--- src/rtl/xcorr_ssp_deframer.sv ---
// SSP deframer for the HF cross-correlator stream: recovers framed bytes, pairs them
// into signed I/Q samples with an approximate magnitude, and queues them in a small FIFO.
module xcorr_ssp_deframer #(
    parameter int FIFO_DEPTH  = 4,
    parameter int SYNC_STAGES = 2,
    parameter int ERR_CNT_W   = 8
) (
    input  logic                 clk,
    input  logic                 rst,
    input  logic                 ssp_clk,
    input  logic                 ssp_frame,
    input  logic                 ssp_din,
    input  logic                 snoop,
    input  logic                 resync,
    output logic                 out_valid,
    input  logic                 out_ready,
    output logic [7:0]           out_i,
    output logic [7:0]           out_q,
    output logic [8:0]           out_mag,
    output logic [1:0]           out_reader,
    output logic                 overflow,
    output logic [ERR_CNT_W-1:0] frame_err_cnt
);
    localparam int AW = $clog2(FIFO_DEPTH);

    typedef enum logic {HUNT, SHIFT} state_t;

    typedef struct packed {
        logic [7:0] i;
        logic [7:0] q;
        logic [8:0] mag;
        logic [1:0] reader;
    } sample_t;

    logic [2:0] sync_q [SYNC_STAGES];
    logic       sclk_prev;
    logic       s_clk, s_frame, s_din, sample;

    assign {s_clk, s_frame, s_din} = sync_q[SYNC_STAGES-1];
    assign sample = sclk_prev & ~s_clk;

    always_ff @(posedge clk) begin
        if (rst) begin
            for (int k = 0; k < SYNC_STAGES; k++) sync_q[k] <= '0;
            sclk_prev <= 1'b0;
        end else begin
            sync_q[0] <= {ssp_clk, ssp_frame, ssp_din};
            for (int k = 1; k < SYNC_STAGES; k++) sync_q[k] <= sync_q[k-1];
            sclk_prev <= s_clk;
        end
    end

    state_t     state, state_nxt;
    logic [7:0] shreg, shreg_nxt;
    logic [3:0] bitcnt, bitcnt_nxt;
    logic       after_byte, after_byte_nxt;
    logic       byte_done, frame_err, sel_clear;

    always_comb begin
        // NOTE: every output of this block gets a default first so no path infers a latch.
        state_nxt      = state;
        shreg_nxt      = shreg;
        bitcnt_nxt     = bitcnt;
        after_byte_nxt = after_byte;
        byte_done      = 1'b0;
        frame_err      = 1'b0;
        sel_clear      = 1'b0;
        if (resync) begin
            state_nxt      = HUNT;
            bitcnt_nxt     = 4'd0;
            after_byte_nxt = 1'b0;
            sel_clear      = 1'b1;
        end else if (sample) begin
            unique case (state)
                HUNT: begin
                    after_byte_nxt = 1'b0;
                    if (s_frame) begin
                        shreg_nxt  = {7'b0, s_din};
                        bitcnt_nxt = 4'd1;
                        state_nxt  = SHIFT;
                    end else begin
                        frame_err = after_byte;
                    end
                end
                SHIFT: begin
                    if (s_frame) begin
                        // Early frame: abandon the partial byte and any half-built pair.
                        frame_err  = 1'b1;
                        sel_clear  = 1'b1;
                        shreg_nxt  = {7'b0, s_din};
                        bitcnt_nxt = 4'd1;
                    end else begin
                        shreg_nxt  = {shreg[6:0], s_din};
                        bitcnt_nxt = bitcnt + 4'd1;
                        if (bitcnt == 4'd7) begin
                            byte_done      = 1'b1;
                            after_byte_nxt = 1'b1;
                            state_nxt      = HUNT;
                        end
                    end
                end
            endcase
        end
    end

    logic       byte_sel_q;
    logic [7:0] i_byte, pend_i, pend_q;
    logic       pend_valid;

    always_ff @(posedge clk) begin
        if (rst) begin
            state         <= HUNT;
            shreg         <= '0;
            bitcnt        <= '0;
            after_byte    <= 1'b0;
            byte_sel_q    <= 1'b0;
            i_byte        <= '0;
            pend_i        <= '0;
            pend_q        <= '0;
            pend_valid    <= 1'b0;
            frame_err_cnt <= '0;
        end else begin
            state      <= state_nxt;
            shreg      <= shreg_nxt;
            bitcnt     <= bitcnt_nxt;
            after_byte <= after_byte_nxt;
            pend_valid <= 1'b0;
            if (sel_clear) begin
                byte_sel_q <= 1'b0;
            end else if (byte_done) begin
                if (!byte_sel_q) begin
                    i_byte     <= shreg_nxt;
                    byte_sel_q <= 1'b1;
                end else begin
                    pend_i     <= i_byte;
                    pend_q     <= shreg_nxt;
                    pend_valid <= 1'b1;
                    byte_sel_q <= 1'b0;
                end
            end
            if (frame_err && frame_err_cnt != '1)
                frame_err_cnt <= frame_err_cnt + ERR_CNT_W'(1);
        end
    end

    logic [7:0] fmt_i, fmt_q, abs_i, abs_q, mx, mn;
    sample_t    push_data;

    always_comb begin
        fmt_i = snoop ? {pend_i[7], pend_i[7:1]} : pend_i;
        fmt_q = snoop ? {pend_q[7], pend_q[7:1]} : pend_q;
        // Two's-complement negate on 8 bits leaves -128 as 0x80, read as unsigned 128.
        abs_i = fmt_i[7] ? (~fmt_i + 8'd1) : fmt_i;
        abs_q = fmt_q[7] ? (~fmt_q + 8'd1) : fmt_q;
        mx    = (abs_i >= abs_q) ? abs_i : abs_q;
        mn    = (abs_i >= abs_q) ? abs_q : abs_i;
        push_data.i      = fmt_i;
        push_data.q      = fmt_q;
        push_data.mag    = {1'b0, mx} + {2'b00, mn[7:1]};
        push_data.reader = snoop ? {pend_i[0], pend_q[0]} : 2'b00;
    end

    sample_t       mem [FIFO_DEPTH];
    sample_t       head;
    logic [AW-1:0] wr_ptr, rd_ptr;
    logic [AW:0]   count;
    logic          full, pop, push;

    assign out_valid = (count != '0);
    assign full      = (count == (AW+1)'(FIFO_DEPTH));
    assign pop       = out_valid & out_ready;
    assign push      = pend_valid & (~full | pop);

    // NOTE: storage is not reset; outputs are gated by out_valid so stale entries never show.
    always_ff @(posedge clk) begin
        if (push) mem[wr_ptr] <= push_data;
    end

    always_ff @(posedge clk) begin
        if (rst) begin
            wr_ptr   <= '0;
            rd_ptr   <= '0;
            count    <= '0;
            overflow <= 1'b0;
        end else begin
            if (push) wr_ptr <= wr_ptr + AW'(1);
            if (pop)  rd_ptr <= rd_ptr + AW'(1);
            if (push && !pop)      count <= count + (AW+1)'(1);
            else if (!push && pop) count <= count - (AW+1)'(1);
            if (pend_valid && full && !pop) overflow <= 1'b1;
        end
    end

    assign head       = mem[rd_ptr];
    assign out_i      = out_valid ? head.i      : '0;
    assign out_q      = out_valid ? head.q      : '0;
    assign out_mag    = out_valid ? head.mag    : '0;
    assign out_reader = out_valid ? head.reader : '0;

endmodule

--- config.mk ---
export PLATFORM = sky130hd
export DESIGN_NAME = xcorr_ssp_deframer
export DESIGN_NICKNAME = d
export VERILOG_FILES = /design/src/rtl/xcorr_ssp_deframer.sv
export SDC_FILE = /design/constraint.sdc
export NUM_CORES = 1
export LEC_CHECK = 0
export BUFFER_PORTS_ARGS = -buffer_cell sky130_fd_sc_hd__buf_2
export CORE_MARGIN = 5
export CORE_UTILIZATION = 56
export DETAILED_ROUTE_END_ITERATION = 7
export PLACE_DENSITY = 0.74
export SYNTH_ARGS = -nofsm -noshare
export SYNTH_HDL_FRONTEND = slang
export SYNTH_SLANG_ARGS = --single-unit
--- constraint.sdc ---
create_clock -name clk -period 6.65 [get_ports clk]
set_input_delay 1.6625 -clock clk [delete_from_list [all_inputs] [get_ports clk]]
set_output_delay 1.6625 -clock clk [all_outputs]
set_load 0.02 [all_outputs]
Word level (Yosys, flattened, before mapping)

Memories as Yosys holds them, arrays and structs flattened. A register that Yosys moved wholly into a read port is not among the register bits.
Cells that the tools add are included.
Widths: inputs -> output; s select.

Register bits: 57
Output and inout port bits: 37
Input port bits: 8
Memories: 2
Word-level logic and storage cells: 114
Bits in writable memories: 114

Add/sub/neg operators: 9
Magnitude comparators: 1
Bitwise logic cells: 14
Equality and inequality tests: 6
Reductions and logical operators: 16
Muxes and demuxes: 51

Memory list:

| memory | depth | bits a word | read ports | clocked after memory_dff | wr ports | line | RTL |
|---|---|---|---|---|---|---|---|
| mem    | 4     | 27          | 1          | 1                        | 1        | 163  | `sample_t mem [FIFO_DEPTH];` |
| sync_q | 2     | 3           | 2          | 0                        | 2        | 35   | `logic [2:0] sync_q [SYNC_STAGES];` |

Operators with widths:

| operator            | number |
|---|---|
| $mux 8              | 10 |
| $add 8x1->8 const B | 3 |
| $mux 1              | 23 |
| $not 8->8           | 2 |
| $pmux 8 s2          | 1 |
| $mux 7              | 2 |
| $mux 3              | 4 |
| $add 8x7->9         | 1 |
| $mux 9              | 1 |
| $reduce_and 3->1    | 3 |
| $ge 8x8->1          | 1 |
| $mux 2              | 4 |
| $mux 4              | 2 |
| $ne 8x8->1 const B  | 1 |
| $pmux 4 s2          | 1 |
| $not 1->1           | 6 |
| $pmux 1 s2          | 3 |
| $logic_and 1x1->1   | 5 |
| $add 2x1->2 const B | 2 |
| $add 4x1->4 const B | 1 |
| $eq 4x3->1 const B  | 1 |
| $ne 2x2->1 const B  | 2 |
| $reduce_or 2->1     | 2 |
| $add 3x1->3 const B | 1 |
| 10 further kinds    | 15 |

Depth between registers and ports, before layout

Gate-level depths: netlist of the first run.

Depth after elaboration: 8
Depth in mapped cells: 24
Mapped depth without buffers: 21

Least setup slack after synthesis of the first run

Ideal clock, no wire load.

Path kind: input port to flip-flop
From: input port snoop
To: memory mem[0][8] in the netlist's numbering (data pin)
Stages: 23
Arrival: 5.835 ns
Setup slack: 0.537 ns
Required time: 6.373 ns
Path through: buf_2 buf_2 mux2_2 inv_1 ha_1 inv_1 o41ai_2 nand2_1 a22oi_1 ha_1 nand2_1 o21ai_0 a21oi_1 buf_2 buf_2 o21ai_0 ha_1 fa_1 a21o_1 a21oi_1 o21bai_1 a211oi_1 a21oi_1

RTL lines:

| element            | line | RTL |
|---|---|---|
| start: declaration | 13   | `input logic snoop,` |
| end: declaration   | 163  |  |

==> summary by stage, run 1 <==
Logic synthesis
The cell with the most instances after synthesis is sky130_fd_sc_hd__edfxtp_1. The synthesized instance count is 643. After synthesis, the most frequently instantiated cells are sky130_fd_sc_hd__edfxtp_1, sky130_fd_sc_hd__dfxtp_1, sky130_fd_sc_hd__nand2_1, sky130_fd_sc_hd__nor2_1, sky130_fd_sc_hd__a21oi_1. After synthesis the cells add up to 7990 sq um. The number of library cell types mapped by synthesis is 58. The fraction of registers with async set or reset after synthesis is 0%. The number of enable flip-flop cells after synthesis is 108.

The part of the Yosys area used for sequential elements is 56.9%. The share of synthesized area in the top cell type comes to 40.6%. Synthesis produced a netlist with a net count of 677. After synthesis, the cell types taking the most area are sky130_fd_sc_hd__edfxtp_1, sky130_fd_sc_hd__dfxtp_1, sky130_fd_sc_hd__mux4_2. The Yosys step of the flow raised 0 warnings. Of all cell types, the one taking the most synthesized area is sky130_fd_sc_hd__edfxtp_1. Dividing the synthesized area by the synthesized cell count gives 12.4 sq um. Among all flip-flop cells after synthesis, the most frequent one is sky130_fd_sc_hd__edfxtp_1. The number of synthesized register bits is 173.

Clock network
The worst-skew pair later-pin latency is 0.42 ns. The TritonCTS buffer count is 17. The cell at the root of the clock tree is sky130_fd_sc_hd__clkbuf_16. For this design, the sink count on the clock tree is 173. The quantity of hold-fixing buffers added after cts is 0. CTS built an H-tree with a depth of 4. The clock transition at the registers of the reported paths is 0.06 ns. Post-CTS repair changed the size of 0 cells. The count of buffers added by post-CTS timing repair for setup is 0. The longest clock path from root to sink contains 2 buffers.

TritonCTS built the clock tree.

Worst setup path
The type of origin of the critical path is an input pin. The required time reported for the critical path endpoint is 6.79 ns. At the worst endpoint, the arrival time is 6.02 ns. For the worst flop-to-flop path, the logic depth is 22. Along the worst path, the maximum fanout reaches 19. The path type of the worst setup path is input pin to flip-flop. The element type at the critical path end is a flip-flop.

STA
The actual transition at the worst max-transition pin is 1.04 ns. The relative slew slack is 30.9%. The final total negative setup slack is 0 ns.

The fmax is 0.170 GHz. The number of hold violations in the final report is 0. The maximum clock skew at final layout is 0.00928 ns.

The final-report max-slew violation count was 0. Setup repair after global routing left no endpoint under its margin. The total of endpoints with negative setup slack in the final report is 0. The part of the cycle the worst path needs is 88.4%.

The post-route minimum period is 5.88 ns.

Floorplan
The initial standard-cell utilization of the core is 57.3%. The floorplan die width is 129 microns. The floorplan step defined a die boundary enclosing 16,800 sq um.

In this run the count of I/O pins placed on the die edge is 45. The placeable core region is 13,900 sq um. The floorplan has 43 rows. The die outline height is 129 microns.

Final layout
The final-layout fill cell count is 1,076. Compared with the post-synthesis result, the final layout area differs by 10.2%. The final layout contains 710 nets.

In the final layout, the share of cells above drive strength 1 is 18.3%. The core occupancy in the finished layout is 63.2%. Once layout is done, the placed cells without fillers occupy 8800 sq um. The number of antenna diodes in the final layout is 0.

Detailed routing
The total via count after detailed routing is 4,937. The average detailed-routed wire length per instance is 17.2 microns. The first routing iteration left 311 violations.

The met2 wire length is 7770 microns. The wire length on met1 is 6480 microns. The total length of routed wires is 14,900 microns.

Before antenna repair, the detailed router went through 4 iterations. After detailed routing, no signal wire sits above met4. After detailed routing, the number of vias per cell comes to 5.69. In this run the remaining antenna-violating nets after routing total 0. Summed over all nets, wire length on met3 after detailed routing comes to 511 microns.

The remaining design rule violation count is 0.

Global routing
The initial antenna violation count is 0. The number of global-route vias before repair is 4,945. Entering global routing, the biggest net connects 60 pins. The first-pass GRT wire length is 24,700 microns. The overflow left after global routing is 0. For this run, the total global-route usage over all layers was measured as 18.9%.

Status
The run finished with clean final reports.

Placed design
During placement, the flow inserted port buffers numbering 44. In this run the cell area measured after placement is 8310 sq um. Detailed placement ended at an HPWL of 9950 microns. Routability-driven placement finished with a final weighted congestion of 0.845.

Power
The analysis attributes to cell leakage a power of 3.09 nW. Across the VDD grid, the largest voltage drop is 0.149 mV. The power per standard cell area is 226 nW/um^2.

Run
The number of maximum-capacitance constraint violations is 0.

Hold path
The tightest min-delay check is of the flip-flop to flip-flop type. The cell depth of the worst hold path is 1.
-- cell usage in the layout (no fill, tap or decap), types with 24 or more instances in the layout --
cell type,instances
sky130_fd_sc_hd__dfxtp_1,64
sky130_fd_sc_hd__inv_1,24
sky130_fd_sc_hd__buf_2,44
sky130_fd_sc_hd__and2_1,33
sky130_fd_sc_hd__mux4_2,27
sky130_fd_sc_hd__nor2_1,42
sky130_fd_sc_hd__edfxtp_1,108
sky130_fd_sc_hd__nand2_1,52
sky130_fd_sc_hd__ha_1,24
sky130_fd_sc_hd__a21oi_1,41
-- worst max-delay path, cell delays in order --
cell and delay (ns):
sky130_fd_sc_hd__buf_2 0.30, sky130_fd_sc_hd__mux2_2 0.43, sky130_fd_sc_hd__inv_1 0.07, sky130_fd_sc_hd__ha_1 0.14, sky130_fd_sc_hd__inv_1 0.06, sky130_fd_sc_hd__o41ai_2 0.43, sky130_fd_sc_hd__a211oi_1 0.12, sky130_fd_sc_hd__a21oi_1 0.23
sky130_fd_sc_hd__inv_1 0.07, sky130_fd_sc_hd__ha_1 0.27, sky130_fd_sc_hd__nand2_1 0.06, sky130_fd_sc_hd__nor3_1 0.20, sky130_fd_sc_hd__a21oi_1 0.11, sky130_fd_sc_hd__buf_4 0.20, sky130_fd_sc_hd__nor2_1 0.10, sky130_fd_sc_hd__a21oi_1 0.05
sky130_fd_sc_hd__ha_1 0.23, sky130_fd_sc_hd__fa_1 0.41, sky130_fd_sc_hd__a21o_1 0.18, sky130_fd_sc_hd__a21oi_1 0.24, sky130_fd_sc_hd__o21bai_1 0.09, sky130_fd_sc_hd__a211oi_1 0.22, sky130_fd_sc_hd__a21oi_1 0.11
-- worst paths after layout --
kind / startpoint / to / slack [ns]
worst max-delay path: snoop / mem[0][8]$_DFFE_PP_ / 0.77
worst min-delay path: sync_q[0][1]$_SDFF_PP0_ / sync_q[0][4]$_SDFF_PP0_ / 0.44
worst max register to register: pend_i[0]$_SDFFE_PP0P_ / mem[0][8]$_DFFE_PP_ / 1.97
worst min register to register: sync_q[0][1]$_SDFF_PP0_ / sync_q[0][4]$_SDFF_PP0_ / 0.44
-- sequential cells by signal, indices dropped and copies added, names as in the netlist, named ones only --
register	cells
after_byte	1
bitcnt	4
byte_sel_q	1
count	3
frame_err_cnt	8
i_byte	8
mem	108
overflow	1
pend_i	8
pend_q	8
pend_valid	1
rd_ptr	2
sclk_prev	1
shreg	8
state	1
sync_q	6
wr_ptr	2
-- routing by layer --
layer	track usage, %	vias to the layer above
met5	0	-
met1	23.7	2412
li1	-	2416
met4	5.93	0
met2	32.8	94
met3	4.20	15
-- per-stage QoR --
stage	total power [mW]	instances	worst slack (ns)	hold slack, ns
floorplan	1.17	643	0.537	0.414
global placement	1.17	837	0.498	0.429
detailed placement	1.17	837	0.365	0.430
CTS	2.01	868	0.805	0.445
global route	2.06	868	0.403	0.462
finish	1.99	868	0.772	0.438
-- layout make-up --
class                   instances  area (sq um)  area share (%)
flip-flops and latches        173          4550            51.6
multi-input cells             412          3190            36.3
clock buffers                  23           450            5.12
repair buffers                 48           250            2.84
well taps                     180           225            2.56
inverters                      24          90.1            1.02
clock inverters                 8          46.3           0.526
-- logic make-up after synthesis --
group                      synth area share (%)
muxes                                      10.5
xor gates and xnor gates                   2.41
adders and majority gates                  4.26
AOI/OAI and AO/OA                          8.61
DFF                                        56.9
buffers and inverters                      3.21
and+or+nand+nor                            14.1
-- report_power, final --
part / internal [mW] / switching [mW]
registers: 1.13 / 0.00198
clock network: 0.475 / 0.369
logic: 0.00594 / 0.0119
total: 1.61 / 0.383
Power figures use the tool's default switching activity.
==> run 2, diff against run 1 <==
- CORE_UTILIZATION: 56 -> 55
- PLACE_DENSITY: 0.74 -> 0.76
- clock period: 6.65 -> 5.4 ns (I/O delays scaled with it)
==> run 2 against run 1 <==
  * Utilization rose by 1.5 points
  * Cell count increased by 4.6%
  * Global-route usage grew 0.82 points
  * Non-clock buffer count increased by 35
  * Register-to-register slack got worse by 0.92 ns
  * First-iteration DRC count grew 11%
  * Sequential power is 23% higher
  * Clock power rose by 52%
  * Count of clock-buffer cells in the layout up 3
  * Clock skew fell by 0.0014 ns
  * Flip-flop and latch count did not move
  * Sequential share of layout area fell by 2.8 points
  * Critical path type unchanged
  * Critical endpoint is now mem[3][8]$_DFFE_PP_
  * Largest cell class unchanged
==> summary by stage, run 2 (synthesis gave the netlist of run 1 again) <==
Status
The run finished with clean final reports.

Worst setup path
Counting buffers and inverters, the worst setup path is 24 cells deep. The type of origin of the critical path is an input pin. Among the stages of the critical path, the cell type that occurs most often is sky130_fd_sc_hd__ha_1. The worst flop-to-flop path startpoint is pend_i[1]$_SDFFE_PP0P_. The slowest stage of the critical path is the sky130_fd_sc_hd__fa_1 cell. The element type at the critical path end is a flip-flop. In this design, the stage delay of the slowest critical-path cell is 0.39 ns.

The number of cells on the worst reg-to-reg path is 22. Data on the critical path arrives at its endpoint at 5.25 ns. Of all nets on the critical path, the largest fanout is 12. The largest delay contributor family on the critical path is compound AO/OA/AOI/OAI gates. In this run the critical register-to-register path is captured at mem[3][8]$_DFFE_PP_. The required time reported for the critical path endpoint is 5.55 ns. The number of buffer and inverter stages on the critical path is 6. The critical path is of the input pin to flip-flop type. Setup slack on the worst reg-to-reg path comes out at 1.05 ns. The signal on the critical path passes through buf_2, buf_6, nor2b_1, a21oi_2, ha_1, inv_1, o41ai_4, buf_4, xnor2_1, inv_1, ha_1, nand2_1, nor3_2, a21oi_4, buf_6, nor2_1, a21oi_1, ha_1, fa_1, a21o_1, a21oi_2, o21bai_1, a211oi_2, a21oi_1.

Hold path
The path type of the worst min-delay path is flip-flop to flip-flop. The cell depth of the worst hold path is 1. The worst-case hold path end point is sync_q[0][4]$_SDFF_PP0_.

In this run the most critical hold path is launched from sync_q[0][1]$_SDFF_PP0_.

STA
Dividing the final minimum period by the clock period gives 94.6%. Across all hold checks on the routed design, the worst slack comes to 0.442 ns. The fmax is 0.196 GHz. The number of hold violations in the final report is 0. At the pin with the least slew margin, the transition time is 1.05 ns. Setup repair after global routing left no endpoint under its margin. The final-report max-slew violation count is 0.

The relative slew slack is 30.1%. The post-route minimum period is 5.11 ns. The maximum clock skew at final layout is 0.00790 ns.

Setup violations remaining at the end of the flow were counted as 0.

Detailed routing
Dividing the detail-routed wire length by the instance count gives 17.4 microns. Wires add up to 15,800 microns. The total via count after detailed routing is 5,184. The antenna violation net count after detailed routing is 0. For this block, the initial DRC count from the detailed router was 345. The number of iterations in the first detailed-routing pass is 5. The remaining design rule violation count is 0. The mean number of vias per cell is 5.71.

Final layout
The register with the most flip-flops in the layout has 108 of them. The library cell used most frequently in the layout, excluding fill and tap cells, is sky130_fd_sc_hd__edfxtp_1. For this run, the share of the core covered by cells in the final layout is 64.7%.

The cell area after layout is 9300 sq um. The final layout contains 745 nets. The post-route netlist has 23.9% of its cells at a drive strength greater than 1. In the layout the commonest cells are sky130_fd_sc_hd__edfxtp_1, sky130_fd_sc_hd__dfxtp_1, sky130_fd_sc_hd__nand2_1. The register with the highest flop count is mem. 0 antenna diodes ended up in the layout. The post-synthesis to final-layout area growth is 16.4%.

Global routing
The initial antenna violation count is 0. The number of global-route vias before repair is 5,102. The overflow left after global routing is 0. The first-pass GRT wire length is 25,800 microns. Entering global routing, the biggest net connects 60 pins. For this run, the total global-route usage over all layers was measured as 19.7%.

Clock network
TritonCTS built the clock tree. The longest clock path from root to sink contains 2 buffers. In this run the post-CTS setup repair buffer count came out at 0. The number of gates resized after cts is 0. Clock tree synthesis selected as its root buffer the cell sky130_fd_sc_hd__clkbuf_16.

The H-tree depth is 4. For the worst-skew pair, the clock arrives at the later sink with an insertion delay of 0.42 ns. Buffers inserted to repair hold after CTS numbered 0. After clock tree synthesis, the clock-pin slew on the worst setup and hold paths is 0.06 ns.

CTS saw 173 sinks. The TritonCTS buffer count is 17.

Floorplan
The initial utilization of the core area, before any placement, comes to 55.6%. The placeable core region is 14,400 sq um. The count of standard-cell rows is 44. The total die area is 17,000 sq um.

The number of I/O pins is 45. In this run the horizontal extent of the chip is 131 microns. The die outline height is 131 microns.

Placed design
Routability-driven placement finished with a final weighted congestion of 0.886. After legalization and detailed placement, the total HPWL measured 10,400 microns. The placed cell area is 8610 sq um. In this run the tool buffered the top-level ports with 44 buffer cells.

Power
The leakage component of the power is 3.35 nW. The largest vdd supply drop is 0.216 mV. The power per standard cell area is 290 nW/um^2.

Run
The number of maximum-capacitance constraint violations is 0.
==> run 2: cell count changes in the layout (fill, tap and decap cells not counted), moves of 3 or more <==
cell	previous run	this run
sky130_fd_sc_hd__clkbuf_16	17	22
sky130_fd_sc_hd__a21oi_1	41	36
sky130_fd_sc_hd__a21oi_2	0	4
sky130_fd_sc_hd__clkinv_2	5	2
sky130_fd_sc_hd__buf_4	4	37
==> run 2: through the flow <==
stage / setup WS, ns / power, mW / std cells / setup TNS (ns)
2_1_floorplan: 0.0113 / 1.44 / 643 / 0
3_3_place_gp: -0.0556 / 1.44 / 876 / -0.342
3_5_place_dp: -0.360 / 1.44 / 876 / -5.93
4_1_cts: 0.0842 / 2.72 / 908 / 0
5_1_grt: 0.0312 / 2.79 / 908 / 0
6_report: 0.292 / 2.70 / 908 / 0
==> run 2: worst max path at each step <==
stage,from,endpoint
2_1_floorplan,snoop,mem[0][8]$_DFFE_PP_
3_3_place_gp,snoop,mem[0][8]$_DFFE_PP_
3_5_place_dp,snoop,mem[1][8]$_DFFE_PP_
4_1_cts,snoop,mem[3][8]$_DFFE_PP_
5_1_grt,snoop,mem[3][8]$_DFFE_PP_
6_report,snoop,mem[3][8]$_DFFE_PP_
==> run 2: where the power goes <==
part	total (mW)	internal, mW	switching (mW)
Combinational	0.0242	0.00894	0.0153
Clock	1.28	0.799	0.481
Sequential	1.39	1.39	0.00247
==> run 2: worst reg2reg max path, delay by kind of cell, from the launching register on <==
family	cells	cell delay (ns)
mux	1	0.30
xor+xnor	1	0.13
compound gates	8	1.29
flops	1	0.37
simple gates	3	0.39
fa+ha+maj	4	1.02
buf+inv	5	0.58
==> run 2: layout make-up <==
class                   instances  area (sq um)
multi-input cells             412          3260
clock buffers                  26           586
well taps                     184           230
repair buffers                 83           520
fillers                      1032          5070
clock inverters                 6          63.8
flip-flops and latches        173          4550
inverters                      24          90.1
==> run 2: per-layer routing <==
layer | share of wire [%] | vias up | GRT usage, %
li1 | - | 2486 | -
met4 | 1.7 | 0 | 5.81
met1 | 42 | 2552 | 23.7
met2 | 52 | 125 | 35.1
met3 | 4.1 | 21 | 4.88
met5 | 0 | - | 0
==> run 3, diff against run 2 <==
- GPL_ROUTABILITY_DRIVEN: default -> 0
- PLACE_DENSITY: 0.76 -> default
- PLACE_DENSITY_LB_ADDON: default -> 0.05
==> run 3 against run 2 <==
  * Clock power decreased by 7%
  * Die area unchanged
  * Wire length decreased by 3.5%
  * Via count decreased by 3.4%
  * Register-to-register slack improved by 0.08 ns
==> summary by stage, run 3 (synthesis gave the netlist of run 1 again) <==
Status
The flow ran to the end, and the final reports show no timing, DRC or antenna violations.

Detailed routing
The number of iterations in the first detailed-routing pass is 4. Dividing the detail-routed wire length by the instance count gives 17.0 microns. For this run, design rule violations remaining after detail routing come to 0. The mean number of vias per cell is 5.58.

The iteration-0 DRC count of the detailed router is 227. For this block, the routed nets add up to 15,200 microns of wire. In this run the remaining antenna-violating nets after routing total 0. The total via count after detailed routing is 5,007.

Final layout
At the end of the flow, the number of nets in the layout was 735. The final-layout fill cell count is 1,106. The finished cells cover 9130 sq um.

The post-synthesis to final-layout area growth is 14.3%. In the final layout, the share of cells above drive strength 1 is 22.4%. In the layout the commonest cells are sky130_fd_sc_hd__edfxtp_1, sky130_fd_sc_hd__dfxtp_1, sky130_fd_sc_hd__nand2_1. The register with the most flip-flops in the final layout is mem. At the end of the flow the core is filled with cells to 63.6%. The number of flip-flops under the largest register name is 108. The footprint of the multi-input gates is 3240 sq um. The antenna diode count is 0. The total area of sequential cells is 4550 sq um.

The library cell used most frequently in the layout, excluding fill and tap cells, is sky130_fd_sc_hd__edfxtp_1.

Clock network
The tree is rooted in a sky130_fd_sc_hd__clkbuf_16. The worst-case clock buffer depth is 2. Counting the buffers created by CTS gives 17. The H-tree depth is 4. The CTS tree is yes. Clock-pin slew was measured on the worst setup and hold paths at 0.06 ns. The clock reaches the later pin of the worst-skew pair after 0.43 ns. The clock drives 173 sinks. In this run the post-CTS setup repair buffer count came out at 0.

Floorplan
From left edge to right edge, the die measures 131 microns. The die outline height is 131 microns. Pin placement for this block handled 45 I/O pins. The initial utilization of the core area, before any placement, comes to 55.6%. The placeable core region is 14,400 sq um. The total die area is 17,000 sq um. After floorplanning, the core was divided into 44 placement rows.

Worst setup path
Counting cells, the worst reg-to-reg path comes to 21. The signal on the critical path passes through buf_2, buf_4, nor2b_1, a21oi_1, ha_1, inv_1, o41ai_4, buf_4, a22oi_2, ha_1, nand2_1, nor3_2, a21oi_2, buf_4, nand2_1, o21ai_0, ha_1, fa_1, a21o_1, a21oi_2, o21bai_1, a211oi_1, a21oi_1. The cell with the largest stage delay on the worst path is sky130_fd_sc_hd__fa_1.

At the worst endpoint, the arrival time is 5.23 ns. The required time reported for the critical path endpoint is 5.55 ns. The highest net fanout along the worst path is 10. The type of origin of the critical path is an input pin. By startpoint and endpoint, the worst setup path is classified as input pin to flip-flop.

The delay of the slowest critical-path stage is 0.39 ns. STA classifies the critical path endpoint as a flip-flop.

STA
Clock skew on the completed layout was measured at 0.00821 ns. The post-route minimum period is 5.09 ns. The number of hold violations in the final report was 0. The total of endpoints with negative setup slack in the final report is 0.

The final-report max-slew violation count came to 0. Derived from the worst setup path, the maximum achievable clock frequency is 0.197 GHz. The actual transition at the worst max-transition pin is 1.08 ns. The part of the cycle the worst path needs is 94.2%.

Setup repair after global routing left no endpoint under its margin. Final hold analysis gives a worst-case slack of 0.439 ns. In this run the tightest slew margin relative to its limit is 28.1%. The final worst-path setup slack is 0.312 ns.

Global routing
The total track usage is 19.3%. The first-pass GRT wire length is 25,300 microns. The overflow left after global routing is 0.

The number of global-route vias before repair is 4,986. The initial antenna violation count is 0. Entering global routing, the biggest net connects 60 pins.

Placed design
The number of buffers inserted by port buffering is 44. The total half-perimeter wirelength after legalization and detailed placement is 10,200 microns. OpenSTA, run right after detailed placement, puts the worst setup slack at -0.233 ns.

The placed cell area is 8530 sq um.

Power
The leakage component of the power is 3.26 nW. The overall power consumption is 2.61 mW. The power per standard cell area is 286 nW/um^2. VDD sags by at most 0.195 mV.

Run
The tool flagged a number of max-cap violations equal to 0.

Hold path
The cell depth of the worst hold path is 1. In this run the worst hold path is classified as flip-flop to flip-flop.
run 3: changes by cell type in the layout (fill, tap and decap cells not counted), moves of 2 or more:
cell / before / now
sky130_fd_sc_hd__a211oi_1: 7 / 9
sky130_fd_sc_hd__a21oi_1: 36 / 38
sky130_fd_sc_hd__clkinv_2: 2 / 4
sky130_fd_sc_hd__buf_4: 37 / 29
sky130_fd_sc_hd__a211oi_2: 4 / 2
sky130_fd_sc_hd__clkbuf_16: 22 / 17
sky130_fd_sc_hd__buf_6: 2 / 0
sky130_fd_sc_hd__clkinvlp_4: 0 / 2
run 3: per-layer routing:
metal / part of all wire (%) / GRT usage (%)
met1: 45 / 25.0
met2: 51 / 32.6
met3: 3.2 / 3.82
met4: 1.4 / 6.78
met5: 0 / 0
run 3: repair_timing:
action | CTS | global route
hold buffers | 0 | 0
setup endpoints to repair | 0 | 12
resized for setup | 0 | 3
run 3: layout make-up:
cell class              count  share of cell area (%)
well taps                 184                    2.52
repair buffers             73                    4.80
inverters                  24                   0.986
multi-input cells         412                    35.5
clock inverters            11                    1.27
flip-flops and latches    173                    49.8
clock buffers              21                    5.15
run 3: critical path, delay by kind of cell:
kind	cells	cell delay, ns
fa+ha+maj	4	1.15
buf+inv	5	0.75
compound gates	10	1.60
simple gates	4	0.39
run 3: metrics by stage:
step | setup TNS [ns] | cells
after floorplan | 0 | 643
after CTS | 0 | 898
after global routing | 0 | 898
final | 0 | 898
after detailed placement | -2.30 | 866
after global placement | 0 | 866
run 3: worst paths after layout:
kind	startpoint	end	slack [ns]
worst max-delay path	snoop	mem[1][8]$_DFFE_PP_	0.31
worst min-delay path	sync_q[0][1]$_SDFF_PP0_	sync_q[0][4]$_SDFF_PP0_	0.44
worst max register to register	pend_q[0]$_SDFFE_PP0P_	mem[1][8]$_DFFE_PP_	1.13
worst min register to register	sync_q[0][1]$_SDFF_PP0_	sync_q[0][4]$_SDFF_PP0_	0.44
run 3: report_power, final:
| part | internal [mW] | switching, mW | total (mW) | leakage [nW] |
|---|---|---|---|---|
| Sequential | 1.39 | 0.00237 | 1.39 | 1.38 |
| Combinational | 0.00914 | 0.0152 | 0.0244 | 1.60 |
| Clock | 0.713 | 0.478 | 1.19 | 0.286 |
